**config.mk**
```make
export PLATFORM = sky130hd
export DESIGN_NAME = rnd_frame_source
export DESIGN_NICKNAME = d
export VERILOG_FILES = /design/src/rtl/rnd_frame_source.sv
export SDC_FILE = /design/constraint.sdc
export NUM_CORES = 1
export LEC_CHECK = 0
export ABC_AREA = 1
export BUFFER_PORTS_ARGS = -buffer_cell sky130_fd_sc_hd__buf_2
export CAP_MARGIN = 30
export CORE_MARGIN = 2
export CORE_UTILIZATION = 30
export CTS_BUF_LIST = sky130_fd_sc_hd__clkbuf_4 sky130_fd_sc_hd__clkbuf_8
export DETAILED_ROUTE_END_ITERATION = 8
export SYNTH_ARGS = -nofsm -noshare
export SYNTH_HDL_FRONTEND = slang
export SYNTH_SLANG_ARGS = --single-unit
```
**constraint.sdc**
```tcl
create_clock -name clk -period 1.5 [get_ports clk]
set_input_delay 0.3 -clock clk [delete_from_list [all_inputs] [get_ports clk]]
set_output_delay 0.3 -clock clk [all_outputs]
set_load 0.01 [all_outputs]
```
**src/rtl/rnd_frame_source.sv**
```systemverilog
// Per-frame random word source for xorexpand.
// Advances a persistent LFSR STEPS times per request, then hands off r.
`ifndef RNDSIZE
`define RNDSIZE 8
`endif

module rnd_frame_source #(
   parameter int                  STEPS        = 4,
   parameter logic [`RNDSIZE-1:0] DEFAULT_SEED = `RNDSIZE'h01
) (
   input  logic                clk,
   input  logic                rst_n,
   input  logic                seed_valid,
   input  logic [`RNDSIZE-1:0] seed,
   input  logic                req,
   input  logic [1:0]          prob_in,
   output logic                busy,
   output logic [`RNDSIZE-1:0] r,
   output logic [1:0]          probability,
   output logic                out_valid,
   input  logic                out_ready,
   output logic [15:0]         frame_cnt
);

   localparam int W = `RNDSIZE;
   localparam logic [7:0] STEPS_C = 8'(STEPS);

   typedef enum logic [1:0] {
      IDLE    = 2'd0,
      ADVANCE = 2'd1,
      VALID   = 2'd2
   } state_t;

   state_t         state_q, state_d;
   logic [W-1:0]   s_q, s_d;
   logic [W-1:0]   r_q, r_d;
   logic [7:0]     cnt_q, cnt_d;
   logic [1:0]     prob_q, prob_d;
   logic           out_valid_q, out_valid_d;
   logic           busy_q, busy_d;
   logic [15:0]    frame_cnt_q, frame_cnt_d;
   logic [W-1:0]   s_next;

   // Same polynomial as xorexpand, so both ends agree on the sequence.
   always_comb begin
      s_next = {s_q[W-2:0], s_q[W-1] ^ s_q[3] ^ s_q[2] ^ s_q[0]};
   end

   always_comb begin
      state_d     = state_q;
      s_d         = s_q;
      r_d         = r_q;
      cnt_d       = cnt_q;
      prob_d      = prob_q;
      out_valid_d = out_valid_q;
      frame_cnt_d = frame_cnt_q;
      unique case (state_q)
         IDLE: begin
            if (seed_valid) begin
               s_d = (seed == '0) ? DEFAULT_SEED : seed;
            end else if (req) begin
               prob_d  = prob_in;
               cnt_d   = STEPS_C;
               state_d = ADVANCE;
            end
         end
         ADVANCE: begin
            s_d   = s_next;
            cnt_d = cnt_q - 8'd1;
            if (cnt_q == 8'd1) begin
               r_d         = s_next;
               out_valid_d = 1'b1;
               state_d     = VALID;
            end
         end
         VALID: begin
            if (out_valid_q && out_ready) begin
               out_valid_d = 1'b0;
               frame_cnt_d = frame_cnt_q + 16'd1;
               state_d     = IDLE;
            end
         end
         default: begin
            state_d = IDLE;
         end
      endcase
      busy_d = (state_d != IDLE);
   end

   always_ff @(posedge clk or negedge rst_n) begin
      if (!rst_n) begin
         state_q     <= IDLE;
         s_q         <= DEFAULT_SEED;
         r_q         <= '0;
         cnt_q       <= '0;
         prob_q      <= '0;
         out_valid_q <= 1'b0;
         busy_q      <= 1'b0;
         frame_cnt_q <= '0;
      end else begin
         state_q     <= state_d;
         s_q         <= s_d;
         r_q         <= r_d;
         cnt_q       <= cnt_d;
         prob_q      <= prob_d;
         out_valid_q <= out_valid_d;
         busy_q      <= busy_d;
         frame_cnt_q <= frame_cnt_d;
      end
   end

   assign busy        = busy_q;
   assign r           = r_q;
   assign probability = prob_q;
   assign out_valid   = out_valid_q;
   assign frame_cnt   = frame_cnt_q;

endmodule
```
==> results.ini <==
[cells_and_area]
area_growth_pct=22.8
postLayoutCoreUtil_pct=38.0
fin_cells=449
drive_above_1_share_pct=26.5
fillers=791
nNetsFinal=364
n_antenna_cell=0

[sta]
relSlewSlack_pct=78.8
final.setup.tns_ns=0
fmaxAchievable_mhz=732
hold_viol_final=0
setup_slack_ns=0.133
worstMarginPinSlew_ns=0.317
finalSetupViolCount=0
period_needed_ns=1.37
rsz0062_at_grt=no
slew_viol_final=0
finalCritPeriodShare_pct=91.1
hold_slack_ns=0.193
finalClockSkew_ns=0.00285

[detailed_routing]
num_vias=2022
first_pass_iters=4
drcViolationCount=0
routed_wl_um=5040
first_iter_violations=58
wl_per_cell_um=11.2
avgViaCountPerCell=4.50
ant_nets=0

[setup_path]
startpoint_type=register
path_class=reg -> reg
worst_setup_path_end_kind=register
crit_path_max_fanout=18
crit_arrival_ns=1.57
worstPathRequired_ns=1.70

[synthesis]
yosysTopAreaCell=dfrtp_1
ys_seq_elements=46
synth.most_common_cell=nand2_1
async_flop_share_pct=100
synth_cell_type_count=31
yosys_warnings=0
synth-edff-count=0
synth_area_leaders=dfrtp_1 (47%), nand2_1 (14%), nor2_1 (4.2%)
synth_top_area_share_pct=47.1
synthCells=288
syn-num-nets=306
synthFlopType=dfrtp_1
syn_area_sq_mm=0.00239
syn_avg_cell_area_sq_um=8.30
seq_area_frac_synth_pct=48.2
yosys-top-cells-count=nand2_1 (89), dfrtp_1 (45), nor2_1 (27)

[placement]
dpl_worst_slack_ns=0.0525
io_buffers=42
placed_cells=439
hpwlAfterDp_um=3930
gp_congestion=0.830

[die]
dieHeight_um=93.3
die_x_um=93.3
die_area_sq_mm=0.00870
ios=43
num_rows=32
start_util_pct=30.9
fp.coreArea_sq_mm=0.00773

[grt]
grt_pass1_wl_um=8580
antenna_found_initial=0
grt_overflow_total=0
grt_pass1_vias=1858
grt_use_total_pct=12.5
grt_max_degree=21

[pwr]
pwr-share-seq_pct=41.8
ir_drop_mv=0.839
swShare_pct=39.2
combPwrFrac_pct=38.7
p_leak_uw=0.00150
power_density_mw_per_mm2=1630
power_frac_clock_pct=19.5
internal_power_uw=2900
p_sw_uw=1870

[clock_tree]
htree_levels=2
cts_buffer_depth=2
cts_tree=done
cts.clk_slew.worst_paths_ns=0.09
cts_buffers=5
root_buffer=clkbuf_8
cts_num_sinks=46
clock_latency_ns=0.30

[run_status]
status=finished, final reports clean

[flow_run]
drv_cap=0

[min_path]
min_path_type=in -> reg

[worst max-delay path, stage by stage, from the launching register on]
cell and delay (ns):
dfrtp_1 0.38, inv_1 0.07, ha_1 0.13, inv_1 0.04
nor3_2 0.20, nand4_4 0.14, buf_12 0.18, nand2_1 0.07
o21ai_2 0.05
[cell families (layout without fill, tap and decap cells)]
group / Yosys count / count (layout) / share of synthesized area, %
adders and majority gates: 3 / 3 / 1.57
muxes: 1 / 1 / 0.419
AOI/OAI and AO/OA: 39 / 39 / 9.21
DFF: 46 / 46 / 48.2
buffers and inverters: 34 / 93 / 6.17
and+or+nand+nor: 155 / 155 / 30.8
xor gates and xnor gates: 10 / 10 / 3.66
[placed cells by master, fill, tap and decap left out, types with 3 or more instances in the layout]
cell type / count
buf_2: 42
nand3b_1: 3
buf_4: 10
dfrtp_1: 44
nor2_1: 27
a21oi_1: 6
xnor2_1: 3
ha_1: 3
nand3_1: 13
xor2_1: 7
nand4_1: 5
o21ai_0: 9
inv_2: 4
clkbuf_8: 5
nor2_2: 4
o21ai_2: 6
nand2_1: 89
o21ai_1: 16
inv_1: 25
[through the flow]
step,instance area (sq um),power (uW)
after detailed placement,2790,3870
after CTS,2920,4830
after global placement,2790,3830
after global routing,2940,5200
final,2940,4780
after floorplan,2390,3280
[layer usage]
layer / GRT usage [%] / part of all wire [%] / vias up
met5: 0 / 0 / -
met4: 4.04 / 1.3 / 0
met3: 2.74 / 4.8 / 7
met2: 19.9 / 46 / 47
met1: 16.8 / 48 / 925
li1: - / - / 1043
[power groups by stage]
| stage | registers [uW] | logic (uW) | clock network (uW) |
|---|---|---|---|
| final | 2000 | 1850 | 931 |
| after global placement | 2020 | 1810 | 0 |
| after detailed placement | 2020 | 1850 | 0 |
| after floorplan | 2020 | 1250 | 0 |
| after global routing | 2060 | 2120 | 1020 |
| after CTS | 2000 | 1850 | 980 |
[area by class of cell]
class | count | area [sq um] | share of cell area, %
clock buffers | 5 | 68.8 | 2.34
repair buffers | 55 | 335 | 11.4
flip-flops and latches | 46 | 1150 | 39.3
inverters | 30 | 115 | 3.92
clock inverters | 3 | 45.0 | 1.53
well taps | 102 | 128 | 4.35
multi-input cells | 208 | 1090 | 37.2
[registers in the layout (all words and copies together), names as in the netlist]
signal	count
r	8
cnt_q	8
out_valid	1
busy	1
s_q	8
state_q	2
probability	2
frame_cnt	16
[worst paths after layout]
| path | from | to | slack [ns] | depth (start not counted) |
|---|---|---|---|---|
| worst max-delay path | cnt_q[1]$_DFFE_PN0P_ | r[6]$_DFFE_PN0P_ | 0.13 | 8 |
| worst min-delay path | prob_in[0] | probability[0]$_DFFE_PN0P_ | 0.19 | 3 |
| worst max register to register | cnt_q[1]$_DFFE_PN0P_ | r[6]$_DFFE_PN0P_ | 0.13 | 8 |
| worst min register to register | probability[1]$_DFFE_PN0P_ | probability[1]$_DFFE_PN0P_ | 0.48 | 2 |
| max in group asynchronous | rst_n | s_q[0]$_DFFE_PN1P_ | 0.56 | 3 |
| min in group asynchronous | rst_n | frame_cnt[5]$_DFFE_PN0P_ | 0.42 | 2 |
[what timing repair did]
item	4_1_cts	5_1_grt
gates resized for setup	0	1
endpoints found under the setup margin	0	10
hold buffers	1	0
setup buffers	0	1
endpoints found under the hold margin	9	0
(Power assumes the default switching activity.)
